`src/rtl/alu_pkg.sv`:
```
// Shared ALU definitions: operation codes used by the ALU control unit
// and seq_alu, plus the sequencer state encoding.
package alu_pkg;

    localparam logic [3:0] ALU_AND = 4'b0000;
    localparam logic [3:0] ALU_OR  = 4'b0001;
    localparam logic [3:0] ALU_ADD = 4'b0010;
    localparam logic [3:0] ALU_SUB = 4'b0110;
    localparam logic [3:0] ALU_SLT = 4'b0111;
    localparam logic [3:0] ALU_NOR = 4'b1100;
    localparam logic [3:0] ALU_SLL = 4'b1111;

    typedef enum logic [1:0] {
        S_IDLE  = 2'b00,
        S_SHIFT = 2'b01,
        S_DONE  = 2'b10
    } state_e;

endpackage

```
`src/rtl/alu_core.sv`:
```
// Combinational single-cycle ALU: and/or/add/sub/slt/nor with flags.
// Ports: ctrl, a, b in; result, overflow, illegal out (sll handled by caller).
module alu_core
    import alu_pkg::*;
#(
    parameter int WIDTH = 32
) (
    input  logic [3:0]       ctrl,
    input  logic [WIDTH-1:0] a,
    input  logic [WIDTH-1:0] b,
    output logic [WIDTH-1:0] result,
    output logic             overflow,
    output logic             illegal
);

    logic [WIDTH-1:0] sum;
    logic [WIDTH-1:0] diff;
    logic             add_ovf;
    logic             sub_ovf;

    assign sum  = a + b;
    assign diff = a - b;

    // Overflow when the result sign disagrees with a under the
    // operand-sign condition for each operation.
    assign add_ovf = (a[WIDTH-1] == b[WIDTH-1]) &&
                     (sum[WIDTH-1] != a[WIDTH-1]);
    assign sub_ovf = (a[WIDTH-1] != b[WIDTH-1]) &&
                     (diff[WIDTH-1] != a[WIDTH-1]);

    always_comb begin
        result   = '0;
        overflow = 1'b0;
        illegal  = 1'b0;
        case (ctrl)
            ALU_AND: result = a & b;
            ALU_OR:  result = a | b;
            ALU_ADD: begin
                result   = sum;
                overflow = add_ovf;
            end
            ALU_SUB: begin
                result   = diff;
                overflow = sub_ovf;
            end
            // Signed less-than stays correct across sub overflow.
            ALU_SLT: result = {{(WIDTH-1){1'b0}}, diff[WIDTH-1] ^ sub_ovf};
            ALU_NOR: result = ~(a | b);
            default: illegal = 1'b1;
        endcase
    end

endmodule

```
`src/rtl/seq_alu.sv`:
```
// Sequential ALU: valid/ready handshake in and out, bit-serial sll,
// registered result and flags. Ports: clk, rst_n, in_valid/in_ready,
// alu_control, a, b, shamt, out_valid/out_ready, result, zero,
// overflow, illegal.
module seq_alu
    import alu_pkg::*;
#(
    parameter int WIDTH = 32
) (
    input  logic             clk,
    input  logic             rst_n,
    input  logic             in_valid,
    output logic             in_ready,
    input  logic [3:0]       alu_control,
    input  logic [WIDTH-1:0] a,
    input  logic [WIDTH-1:0] b,
    input  logic [4:0]       shamt,
    output logic             out_valid,
    input  logic             out_ready,
    output logic [WIDTH-1:0] result,
    output logic             zero,
    output logic             overflow,
    output logic             illegal
);

    state_e           state_q, state_d;
    logic [4:0]       cnt_q, cnt_d;
    logic [WIDTH-1:0] sreg_q, sreg_d;
    logic [WIDTH-1:0] result_q, result_d;
    logic             zero_q, zero_d;
    logic             ovf_q, ovf_d;
    logic             ill_q, ill_d;
    // Keeps in_ready low until the first clock edge after reset release.
    logic             armed_q, armed_d;

    logic [WIDTH-1:0] core_res;
    logic             core_ovf;
    logic             core_ill;

    alu_core #(.WIDTH(WIDTH)) u_core (
        .ctrl     (alu_control),
        .a        (a),
        .b        (b),
        .result   (core_res),
        .overflow (core_ovf),
        .illegal  (core_ill)
    );

    assign in_ready  = armed_q && (state_q == S_IDLE);
    assign out_valid = (state_q == S_DONE);
    assign result    = result_q;
    assign zero      = zero_q;
    assign overflow  = ovf_q;
    assign illegal   = ill_q;

    always_comb begin
        armed_d  = 1'b1;
        state_d  = state_q;
        cnt_d    = cnt_q;
        sreg_d   = sreg_q;
        result_d = result_q;
        zero_d   = zero_q;
        ovf_d    = ovf_q;
        ill_d    = ill_q;
        case (state_q)
            S_IDLE: begin
                if (in_valid && in_ready) begin
                    if (alu_control == ALU_SLL) begin
                        ovf_d = 1'b0;
                        ill_d = 1'b0;
                        if (shamt == 5'd0) begin
                            result_d = b;
                            zero_d   = (b == '0);
                            state_d  = S_DONE;
                        end else begin
                            sreg_d  = b;
                            cnt_d   = shamt;
                            state_d = S_SHIFT;
                        end
                    end else begin
                        result_d = core_res;
                        zero_d   = (core_res == '0);
                        ovf_d    = core_ovf;
                        ill_d    = core_ill;
                        state_d  = S_DONE;
                    end
                end
            end
            S_SHIFT: begin
                sreg_d = {sreg_q[WIDTH-2:0], 1'b0};
                cnt_d  = cnt_q - 5'd1;
                if (cnt_d == 5'd0) begin
                    result_d = sreg_d;
                    zero_d   = (sreg_d == '0);
                    state_d  = S_DONE;
                end
            end
            S_DONE: begin
                if (out_ready) state_d = S_IDLE;
            end
            default: state_d = S_IDLE;
        endcase
    end

    always_ff @(posedge clk or negedge rst_n) begin
        if (!rst_n) begin
            armed_q  <= 1'b0;
            state_q  <= S_IDLE;
            cnt_q    <= '0;
            sreg_q   <= '0;
            result_q <= '0;
            zero_q   <= 1'b0;
            ovf_q    <= 1'b0;
            ill_q    <= 1'b0;
        end else begin
            armed_q  <= armed_d;
            state_q  <= state_d;
            cnt_q    <= cnt_d;
            sreg_q   <= sreg_d;
            result_q <= result_d;
            zero_q   <= zero_d;
            ovf_q    <= ovf_d;
            ill_q    <= ill_d;
        end
    end

endmodule

```
`config.mk`:
```
export PLATFORM = sky130hd
export DESIGN_NAME = seq_alu
export DESIGN_NICKNAME = d
export VERILOG_FILES = /design/src/rtl/alu_pkg.sv /design/src/rtl/alu_core.sv /design/src/rtl/seq_alu.sv
export SDC_FILE = /design/constraint.sdc
export NUM_CORES = 1
export LEC_CHECK = 0
export ABC_AREA = 0
export CAP_MARGIN = 25
export CORE_MARGIN = 3
export CORE_UTILIZATION = 43
export CTS_BUF_LIST = sky130_fd_sc_hd__clkbuf_4
export DETAILED_ROUTE_END_ITERATION = 12
export DONT_BUFFER_PORTS = 1
export PLACE_DENSITY = 0.69
export SLEW_MARGIN = 5
export SYNTH_ARGS = -nofsm -noshare
export SYNTH_HDL_FRONTEND = slang
export SYNTH_SLANG_ARGS = --single-unit
```
`constraint.sdc`:
```
create_clock -name clk -period 2.5 [get_ports clk]
set_clock_uncertainty 0.1 [all_clocks]
set_input_delay 0.75 -clock clk [delete_from_list [all_inputs] [get_ports clk]]
set_output_delay 0.75 -clock clk [all_outputs]
set_load 0.02 [all_outputs]
```
==> flow_metrics.tcl, run 1 <==
set metrics [dict create \
    status "finished with violations" \
    violations "setup timing" \
    cts_sinks 74 \
    ios 114 \
    synth_edf_count 0 \
    most-common-layout-cells "buf_4 (348), nor2_1 (116), nand2_1 (102)" \
    drt-total-wl_um 44500 \
    critPathMaxFanout 4 \
    firstDrtPassIters 6 \
    p_per_area_nw_per_um2 485 \
    yosys_warnings 0 \
    nets 1777 \
    cts.path.max_buffers 2 \
    grt_max_degree 75 \
    rrSetupSlack_ps -80 \
    async_flop_share_pct 100 \
    viasPerCell 6.44 \
    p_leak_nw 6.36 \
    rsz0062_at_grt "yes" \
    slew_headroom_pct 40.2 \
    area.growth.synth_to_final_pct 52.0 \
    path_clk_slew_ps 140 \
    finalSetupViolCount 33 \
    crit_path_frequent_cell "nand4_1" \
    hold_slack_ps 95.1 \
    die_w_um 153 \
    drive_gt1_share_pct 40.8 \
    finalSetupTns_ps -25310 \
    cts_tree "done" \
    grt.total_usage_pct 35.8 \
    finalHoldViolCount 0 \
    reg2reg_to "zero" \
    avgSynthCellArea_um2 7.39 \
    clk_latency_ps 410 \
    critPathKind "primary input to register" \
    cp.depth 24 \
    fp-row-count 53 \
    netlist_instances 1263 \
    slowest_stage "a211oi_2" \
    crit_buf_inv 1 \
    critPathTopFamily "compound AO/OA/AOI/OAI gates" \
    dieArea_um2 23500 \
    final_util_pct 67.0 \
    rr_startpoint "state_q[0]" \
    core_um2 21200 \
    port_buffers 0 \
    drtIter0Drc 1242 \
    dp_hpwl_um 33600 \
    ir_drop_mv 0.581 \
    die_y_um 153 \
    synth_area_um2 9330 \
    fmax_ghz 0.220 \
    period_share_pct 182 \
    cts_buffers 9 \
    cp-end-kind "register" \
    synth-seq-cells 74 \
    seqCellArea_um2 1850 \
    drv_cap 0 \
    total_power_mw 6.88 \
    ctsRootBufferMaster "clkbuf_4" \
    synth-seq-area-share_pct 19.8 \
    cp.arrival_ps 4790 \
    crit_required_ps 2740 \
    grt_first_pass_wirelength_um 66700 \
    synth_cell_type_count 90 \
    period_minus_slack_ps 4550 \
    wl_per_cell_um 23.8 \
    gp_congestion 1.01 \
    cp_cell_sequence "clkinvlp_4, ha_4, o21bai_4, o211ai_1, a211oi_2, o21ai_2, a21oi_2, a221oi_2, a21oi_2, o21ai_1, a21oi_1, nor2_1, fa_2, nand4b_1, o31ai_2, a221oi_2, nand3_1, nor3_2, nand4_1, nor4_2, nand4_1, nor4_2, nand4_1, o31ai_2" \
    syn_nets 1448 \
    cp-start-kind "primary input" \
    grt_pass1_vias 11800 \
    layout_commonest_cell "buf_4" \
    start_util_pct 44.1 \
    nFillCells 1718 \
    synthFlopType "dfrtp_1" \
    worstHoldPathType "primary input to async pin" \
    grt_overflow 0 \
    slew_viol_final 0 \
    cts_max_level 3 \
    vias 12100 \
    tightest_slew_ps 890 \
    ant_nets 0 \
    fin_ws_ps -2050 \
    reg2reg_depth 11 \
    grt_antenna_before_repair 1 \
    multi_input_area_um2 8100 \
    drc 0 \
    cp_slowest_stage_delay_ps 330 \
]
-- synthesized netlist by cell type, types with 4 or more instances --
library cell    n  area [µm²]
or2_2           5        31.3
nor4_1         29         181
a21o_1         17         128
mux2i_1         5        50.1
nand2b_1       10        62.6
a211oi_1       18         135
a221o_1         6        60.1
a41o_1          4        40.0
o21a_1         10        75.1
o211ai_1       11        82.6
and2_1         10        62.6
inv_1         104         390
nor2b_1        10        62.6
a31oi_1        11        68.8
nand2_1       109         409
a211o_1         7        61.3
o221ai_1       26         228
buf_1           4        15.0
a21oi_1       126         631
clkbuf_1       55         206
buf_2          19        95.1
dfrtp_1        74        1850
a221oi_1       17         149
o221a_2         5        56.3
nor3b_1         5        37.5
a21boi_0       10        75.1
nor3_1         22         110
nand3_1        24         120
a22oi_1        22         165
o22ai_1        11        68.8
nand4_1        23         144
o21ai_0        94         470
or3_1          10        62.6
o21bai_1        6        45.0
xnor2_1         5        43.8
o31a_1          7        61.3
nor2_1        118         443
o31ai_1        22         165
a32oi_1         4        35.0
ha_1          105        1310
-- what timing repair did --
action | 4_1_cts | 5_1_grt
gates resized for setup | 166 | 102
endpoints found under the setup margin | 30 | 34
pin swaps | 87 | 96
hold endpoints to repair | 74 | 74
setup buffers | 44 | 33
-- worst max-delay path by stage --
stage / start / to
detailed placement: a[1] / zero
finish: b[1] / zero
floorplan: b[1] / zero
CTS: b[1] / zero
global placement: a[1] / zero
global route: b[1] / zero
-- cells by family (layout without fill, tap and decap cells) --
| kind of cell | Yosys count | count (layout) | share of synthesized area [%] |
|---|---|---|---|
| other | 1 | 2 | 0.0402 |
| xor gates and xnor gates | 6 | 6 | 0.563 |
| DFF | 74 | 74 | 19.8 |
| and+or+nand+nor | 400 | 400 | 21.0 |
| adders and majority gates | 108 | 108 | 14.7 |
| AOI/OAI and AO/OA | 479 | 479 | 34.9 |
| buffers and inverters | 188 | 522 | 8.06 |
| muxes | 7 | 7 | 0.778 |
-- power breakdown --
part / switching [mW] / internal, mW / leakage (nW)
sequential: 0.701 / 1.68 / 0.920
combinational: 1.83 / 1.70 / 5.34
clock: 0.434 / 0.528 / 0.0971
total: 2.97 / 3.91 / 6.36
-- state kept, by name, summed over array words and instances (netlist names) --
name and flops:
zero 1, overflow 1, state_q 2, result 32, cnt_q 5, sreg_q 31, armed_q 1, illegal 1
-- layout make-up --
class                      count  share of cell area [%]
clock inverter                 5                   0.723
clock buffer                  11                   0.582
inverter                     106                    3.09
timing repair buffer         400                    23.0
antenna                        1                  0.0176
sequential                    74                    13.1
tap                          275                    2.43
multi-input combinational   1001                    57.1
-- through the flow --
step	std cells	cell area, µm²	worst slack, ps
2_1_floorplan	1263	9820	-2080
3_3_place_gp	1812	12400	-2510
3_5_place_dp	1812	12400	-2690
4_1_cts	1866	13700	-2000
5_1_grt	1873	14200	-2260
6_report	1873	14200	-2050
-- metal layers --
layer / GRT usage, % / wire length [µm]
met3: 7.79 / 4890
met4: 17.9 / 2520
met5: 0 / 0
met1: 47.1 / 17500
met2: 55.3 / 19600
(Power assumes the default switching activity.)
==> inputs of run 2 (changes only) <==
--- a/config.mk
+++ b/config.mk
@@ -7,12 +7,14 @@
 export LEC_CHECK = 0
 export ABC_AREA = 0
 export CAP_MARGIN = 25
+export CELL_PAD_IN_SITES_DETAIL_PLACEMENT = 0
+export CELL_PAD_IN_SITES_GLOBAL_PLACEMENT = 1
 export CORE_MARGIN = 3
 export CORE_UTILIZATION = 43
 export CTS_BUF_LIST = sky130_fd_sc_hd__clkbuf_4
 export DETAILED_ROUTE_END_ITERATION = 12
 export DONT_BUFFER_PORTS = 1
-export PLACE_DENSITY = 0.69
+export PLACE_DENSITY = 0.86
 export SLEW_MARGIN = 5
 export SYNTH_ARGS = -nofsm -noshare
 export SYNTH_HDL_FRONTEND = slang
==> run 2 against run 1 <==
Effect of this change:
- the flow still finishes with violations (setup timing)
- via count grew 1.5%
- first-iteration DRC count grew 22%
- clock power shrank 35%
- flip-flop and latch count is the same
==> flow_metrics.tcl, run 2 (synthesis gave the netlist of run 1 again) <==
set metrics [dict create \
    post-route-cell-area_um2 14000 \
    largest_register_ffs 32 \
    crit_path_end "zero" \
    p_leak_nw 6.21 \
    cts_buffers 9 \
    rr_startpoint "state_q[0]" \
    p_per_area_nw_per_um2 461 \
    status "finished with violations" \
    start_util_pct 44.1 \
    grt_overflow 0 \
    fin_ws_ps -2020 \
    seqCellArea_um2 1850 \
    drv_cap 0 \
    most-common-layout-cells "buf_4 (349), nor2_1 (113), nand2_1 (104)" \
    cp-end-kind "register" \
    period_minus_slack_ps 4520 \
    tightest_slew_ps 826 \
    die_w_um 153 \
    vias 12300 \
    rsz0062_at_grt "yes" \
    grt_max_degree 75 \
    cp-start-kind "primary input" \
    nFillCells 1638 \
    dieArea_um2 23500 \
    wl_per_cell_um 23.2 \
    worstHoldPathType "primary input to async pin" \
    violations "setup timing" \
    internal-power_mw 3.52 \
    cp.arrival_ps 4780 \
    p_comb_share_pct 53.2 \
    ant_nets 0 \
    swShare_pct 45.4 \
    finalSetupTns_ps -29210 \
    crit_required_ps 2760 \
    crit_start "a[1]" \
    grt_pass1_vias 11700 \
    cts.path.max_buffers 2 \
    seqPwrFrac_pct 37.2 \
    ir_drop_mv 0.588 \
    dp_hpwl_um 31900 \
    multi_input_area_um2 8060 \
    nets 1766 \
    fin_cells 1861 \
    critPathKind "primary input to register" \
    rrSetupSlack_ps -130 \
    slew_headroom_pct 45.0 \
    reg2reg_to "zero" \
    grt.total_usage_pct 33.9 \
    drt-total-wl_um 43200 \
    core_um2 21200 \
    finalHoldViolCount 0 \
    viasPerCell 6.58 \
    cts_sinks 74 \
    ios 114 \
    cts_max_level 3 \
    grt_antenna_before_repair 1 \
    period_share_pct 181 \
    slew_viol_final 0 \
    layout_commonest_cell "buf_4" \
    fmax_ghz 0.221 \
    gp_congestion 1.03 \
    reg2reg_depth 11 \
    path_clk_slew_ps 130 \
    p_sw_mw 2.92 \
    pwr-share-clk_pct 9.6 \
    clk_latency_ps 420 \
    firstDrtPassIters 9 \
    grt_first_pass_wirelength_um 64400 \
    critPathMaxFanout 4 \
    cts_tree "done" \
    drtIter0Drc 1512 \
    drive_gt1_share_pct 39.6 \
    die_y_um 153 \
    area.growth.synth_to_final_pct 49.8 \
    dpl_cell_area_um2 12400 \
    drc 0 \
    hold_slack_ps 98.7 \
    port_buffers 0 \
    ctsRootBufferMaster "clkbuf_4" \
    final_util_pct 66.1 \
    fp-row-count 53 \
    place_inst 1809 \
    finalSetupViolCount 33 \
]
## run 2: cell types whose count changed in the layout (fill, tap and decap cells not counted), moves of 4 or more
cell | previous run | this run
ha_1 | 92 | 88
a21oi_4 | 12 | 6
ha_4 | 11 | 15
buf_6 | 45 | 29
a21oi_1 | 92 | 100
o21ai_0 | 76 | 80
nor2_2 | 1 | 5
o21ai_2 | 12 | 7
buf_12 | 5 | 9
## run 2: worst max-delay path, stage by stage
cell	delay [ps]
clkinvlp_4	90
ha_4	270
o21bai_4	140
o211ai_1	180
a211oi_2	340
o21ai_2	130
a21oi_2	180
a221oi_2	100
a21oi_1	190
o21ai_1	80
a21oi_1	150
nor2_1	80
fa_2	320
nand4b_1	110
o31ai_2	80
a221oi_2	250
nand3_1	120
nor3_2	130
nand4_1	140
nor4_2	190
nand4_1	180
nor4_2	190
nand4_1	140
o31ai_2	220
## run 2: repair_timing
| item | CTS | global route |
|---|---|---|
| hold endpoints to repair | 74 | 0 |
| cloned | 0 | 0 |
| setup buffers | 30 | 17 |
| pin swaps | 51 | 52 |
| hold buffers | 1 | 0 |
| resized for setup | 133 | 82 |
| setup endpoints to repair | 31 | 34 |
## run 2: final cells by class
cell class                 instances  share of cell area (%)
clock buffer                      11                   0.591
sequential                        74                    13.2
antenna                            1                  0.0179
timing repair buffer             389                    22.7
tap                              275                    2.46
clock inverter                     4                   0.143
inverter                         106                    3.19
multi-input combinational       1001                    57.7
## run 2: worst min path at each step
stage / startpoint / slack (ps) / end
floorplan: rst_n / 350 / armed_q
global placement: rst_n / 360 / sreg_q[24]
detailed placement: rst_n / 360 / result[23]
CTS: rst_n / 100 / overflow
global route: rst_n / 90 / result[30]
finish: rst_n / 100 / result[30]
## run 2: per-layer routing
layer  vias to the layer above  track usage (%)  share of wire (%)
met3                       284             6.74                 12
li1                       5322                -                  -
met5                         -                0                  0
met1                      5719             43.7                 37
met4                         0             19.0                7.5
met2                       928             52.9                 43
## run 2: power by group through the flow
stage / sequential [mW] / combinational, mW / clock, mW
5_1_grt: 2.45 / 3.68 / 0.680
3_5_place_dp: 2.41 / 2.77 / 0
2_1_floorplan: 2.24 / 1.71 / 0
4_1_cts: 2.38 / 3.10 / 0.629
6_report: 2.40 / 3.43 / 0.621
3_3_place_gp: 2.40 / 2.72 / 0
## run 2: through the flow
| stage | power [mW] | setup slack (ps) |
|---|---|---|
| 2_1_floorplan | 3.95 | -2080 |
| 6_report | 6.45 | -2020 |
| 3_5_place_dp | 5.18 | -2610 |
| 5_1_grt | 6.82 | -2360 |
| 4_1_cts | 6.11 | -1970 |
| 3_3_place_gp | 5.12 | -2460 |
==> edit 1, RTL diff (settings of run 1) <==
`WIDTH` is set to 32 in 2 places; all go to 64.
--- a/src/rtl/alu_core.sv
+++ b/src/rtl/alu_core.sv
@@ -3,7 +3,7 @@
 module alu_core
     import alu_pkg::*;
 #(
-    parameter int WIDTH = 32
+    parameter int WIDTH = 64
 ) (
     input  logic [3:0]       ctrl,
     input  logic [WIDTH-1:0] a,
--- a/src/rtl/seq_alu.sv
+++ b/src/rtl/seq_alu.sv
@@ -5,7 +5,7 @@
 module seq_alu
     import alu_pkg::*;
 #(
-    parameter int WIDTH = 32
+    parameter int WIDTH = 64
 ) (
     input  logic             clk,
     input  logic             rst_n,
Ports: changed (resized a, b and result); port bits go from 114 to 210. The function was not compared with the original's and may differ.
==> edit 1 against run 1 <==
- the run ends with negative hold slack, negative setup slack left
- sequential power rose by 92%
- design area rose by 110%
- worst setup slack got worse by 0.67 ns
- power rose by 94%
- sequential cell count rose by 64
- die area rose by 98%
- utilization rose by 1.3 points
- synthesized area rose by 100%
- routed wire length rose by 140%
- critical path type unchanged
- highest routed layer unchanged
==> edit 1: results (changes against run 1) <==
final-layout fill cell count: 3649 (+110%)
total CTS buffers: 17 (+8)
met3 WL: 10.9 mm (+120%)
failing checks: negative hold slack, negative setup slack
Arrival @ worst endpoint: 5.62 ns (+0.83 ns)
Seq/Total Area, Yosys: 18.2% (-1.6 points)
global-route wire length before repair: 156 mm (+130%)
Hold Slack: -0.248 ns (-0.343 ns)
R2R Setup Slk: -0.27 ns (-0.19 ns)
Worst R2R Start: sreg_q[31]$_DFFE_PN0P_
M1 WL: 38.6 mm (+120%)
Max-slew headroom: 22.9% (-17 points)
setup violators final: 62 (+88%)
DR WL/cell: 26.4 um (+11%)
outcome: complete, but fails checks
P_leak: 13.4 nW (+110%)
grt met1 use: 49.9% (+2.7 points)
Net Sw Frac: 46.8% (+3.6 points)
CP peak stage delay: 0.46 ns (+0.13 ns)
R2R depth: 10 (-1)
xor and xnor fraction of the mapped netlist area: 0.833% (+0.27 points)
Post-Synth Adder-Cell Area: 14.3% (-0.40 points)
Slowest cell on crit path: or4_4
Placed Instance Area: 26300 um2 (+110%)
M2 GR Usage: 71.7% (+16 points)
fin util: 68.4% (+1.3 points)
Global Route Usage Sum: 43.8% (+8.1 points)
CP top delay family: simple AND/OR/NAND/NOR gates
Area contributors post-synth: dfrtp_1 18%, ha_1 14%, nand2_1 7.1%, a21oi_1 6.3%, nor2_1 5.4%
Pre-antenna DRT Iters: 8 (+2)
net switching power figure: 6.23 mW (+110%)
Fin. Hold Viols: 138 (+138)
antenna violations before repair: 2 (+1)
mux share of post-synthesis cell area: 0.542% (-0.24 points)
synth cell count leaders: 357 x nand2_1, 273 x nor2_1, 237 x a21oi_1
placer's final routability congestion estimate: 1.06 (+4.2%)
worst setup margin: -2.73 ns (-0.670 ns)
-- edit 1: cell types whose count changed after synthesis, moves of 89 or more --
cell | run 1 | this run
a21oi_1 | 126 | 237
a31oi_1 | 11 | 100
ha_1 | 105 | 212
inv_1 | 104 | 200
nand2_1 | 109 | 357
nor2_1 | 118 | 273
-- edit 1: cell families after synthesis --
family	count (synthesis)
AO/OA/AOI/OAI	951
XOR/XNOR	18
adder cells (fa/ha/maj)	215
buffers and inverters	373
flip-flops	138
multiplexers	10
other	1
AND/OR/NAND/NOR	952
-- edit 1: how the worst max path moves through the flow --
stage,endpoint,from,slack (ns),cells after the start
6_report,zero$_DFFE_PN0P_,a[1],-2.73,27
5_1_grt,zero$_DFFE_PN0P_,a[1],-2.99,27
4_1_cts,zero$_DFFE_PN0P_,a[1],-2.68,27
3_5_place_dp,zero$_DFFE_PN0P_,a[1],-3.47,27
3_3_place_gp,zero$_DFFE_PN0P_,a[1],-3.27,27
2_1_floorplan,zero$_DFFE_PN0P_,b[1],-2.73,27
-- edit 1: area by class of cell --
class / count / share of cell area [%]
Multi-Input combinational cell: 2147 / 55.9
Sequential cell: 138 / 11.7
Antenna cell: 2 / 0.0169
Clock buffer: 17 / 0.432
Tap cell: 585 / 2.48
Inverter: 205 / 2.84
Timing Repair Buffer: 947 / 26.2
Clock inverter: 15 / 0.478
-- edit 1: timing repair --
item | in CTS | in global routing
hold endpoints to repair | 138 | 138
gates resized for setup | 346 | 152
pin swaps | 138 | 83
setup endpoints to repair | 62 | 66
buffers inserted | 74 | 31
-- edit 1: metrics by stage --
step	TNS, ns	instances	worst slack (ns)
final	-71.51	4056	-2.73
after global routing	-74.58	4055	-2.99
after CTS	-80.89	4035	-2.68
after detailed placement	-119.67	3944	-3.47
after global placement	-114.12	3944	-3.27
after floorplan	-53.61	2658	-2.73
==> edit 2, RTL diff (settings of run 1) <==
Made on the original files. Re-encode `state_e` (3 states) as one-hot, 3 bits wide.
--- a/src/rtl/alu_pkg.sv
+++ b/src/rtl/alu_pkg.sv
@@ -10,10 +10,10 @@
     localparam logic [3:0] ALU_NOR = 4'b1100;
     localparam logic [3:0] ALU_SLL = 4'b1111;
 
-    typedef enum logic [1:0] {
-        S_IDLE  = 2'b00,
-        S_SHIFT = 2'b01,
-        S_DONE  = 2'b10
+    typedef enum logic [2:0] {
+        S_IDLE  = 3'b001,
+        S_SHIFT = 3'b010,
+        S_DONE  = 3'b100
     } state_e;
 
 endpackage
Check against the original RTL: same outputs for any inputs over 4 cycles, from zero or initial values and one cycle with rst_n low; so few cycles prove little.
==> edit 2 against run 1 <==
- the flow still finishes with violations (negative setup slack)
- register-to-register slack got worse by 0.88 ns
- power fell by 1.0%
- first-iteration DRC count grew 31%
- design area up 1.1%
- die area is 4.1% higher
- sequential cell count grew 1
- combinational power grew 4%
- utilization decreased by 1.9 points
- worst setup slack got worse by 0.70 ns
- routed wire length down 0.34%
- synthesized area is 4.2% higher
- critical endpoint unchanged
==> edit 2: results (changes against run 1) <==
comb_multi_in: 1054 (+5.3%)
global-route wire length before repair: 66.0 mm (-1.1%)
Synth Instances: 1330 (+5.3%)
sum of negative setup slack: -22.96 ns (+2.35 ns)
synth cell count leaders: 165 x nand2_1, 116 x nor2_1, 114 x inv_1
Area contributors post-synth: dfrtp_1 19%, ha_1 14%, nand2_1 6.4%, a21oi_1 5.5%, nor2_1 4.5%
placer's final routability congestion estimate: 0.996 (-1.8%)
xor and xnor fraction of the mapped netlist area: 0.811% (+0.25 points)
CP peak stage delay: 0.53 ns (+0.20 ns)
setup violators final: 31 (-6.1%)
final-layout fill cell count: 1828 (+6.4%)
M2 GR Usage: 54.4% (-0.91 points)
Row Count: 54 (+1.9%)
routing usage on met3: 7.00% (-0.79 points)
outcome: complete, but fails checks
Slowest cell on crit path: or4_4
mux share of post-synthesis cell area: 1.35% (+0.57 points)
clock latency on the worst-skew pair: 0.43 ns (+0.02 ns)
failing checks: negative setup slack
vias in the first global route: 11500 (-2.5%)
CP top delay family: simple AND/OR/NAND/NOR gates
Placed Instance Area: 12800 um2 (+2.7%)
met3 WL: 5.05 mm (+3.1%)
fin util: 65.1% (-1.9 points)
R2R Setup Slk: -0.96 ns (-0.88 ns)
# clk buffers: 12 (+1)
worst setup margin: -2.75 ns (-0.699 ns)
grt met1 use: 46.7% (-0.43 points)
Compound-Gate Fraction of Synth Area: 33.3% (-1.6 points)
DR WL/cell: 23.3 um (-2.2%)
# diodes: 0 (-1)
[edit 2: cell types whose count changed in the layout (fill, tap and decap cells not counted), moves of 10 or more]
cell      delta
a21oi_1     -33
a21oi_2     +11
a31oi_1     +30
buf_4       -17
buf_6       -21
inv_2       +10
nand2_1     +60
nand4_1     -12
nor2_1      -14
o21ai_0     -38
o221ai_1    +15
[edit 2: timing repair]
action,4_1_cts,5_1_grt
hold endpoints to repair,74,0
resized for setup,139,93
endpoints found under the setup margin,34,34
cloned,0,2
pin swaps,53,51
hold buffers,1,0
setup buffers,23,20
[edit 2: report_power, final]
group	leakage (nW)	switching, mW	internal (mW)
combinational	5.24	1.94	1.75
clock	0.0740	0.419	0.330
sequential	0.872	0.714	1.65
total	6.19	3.08	3.73
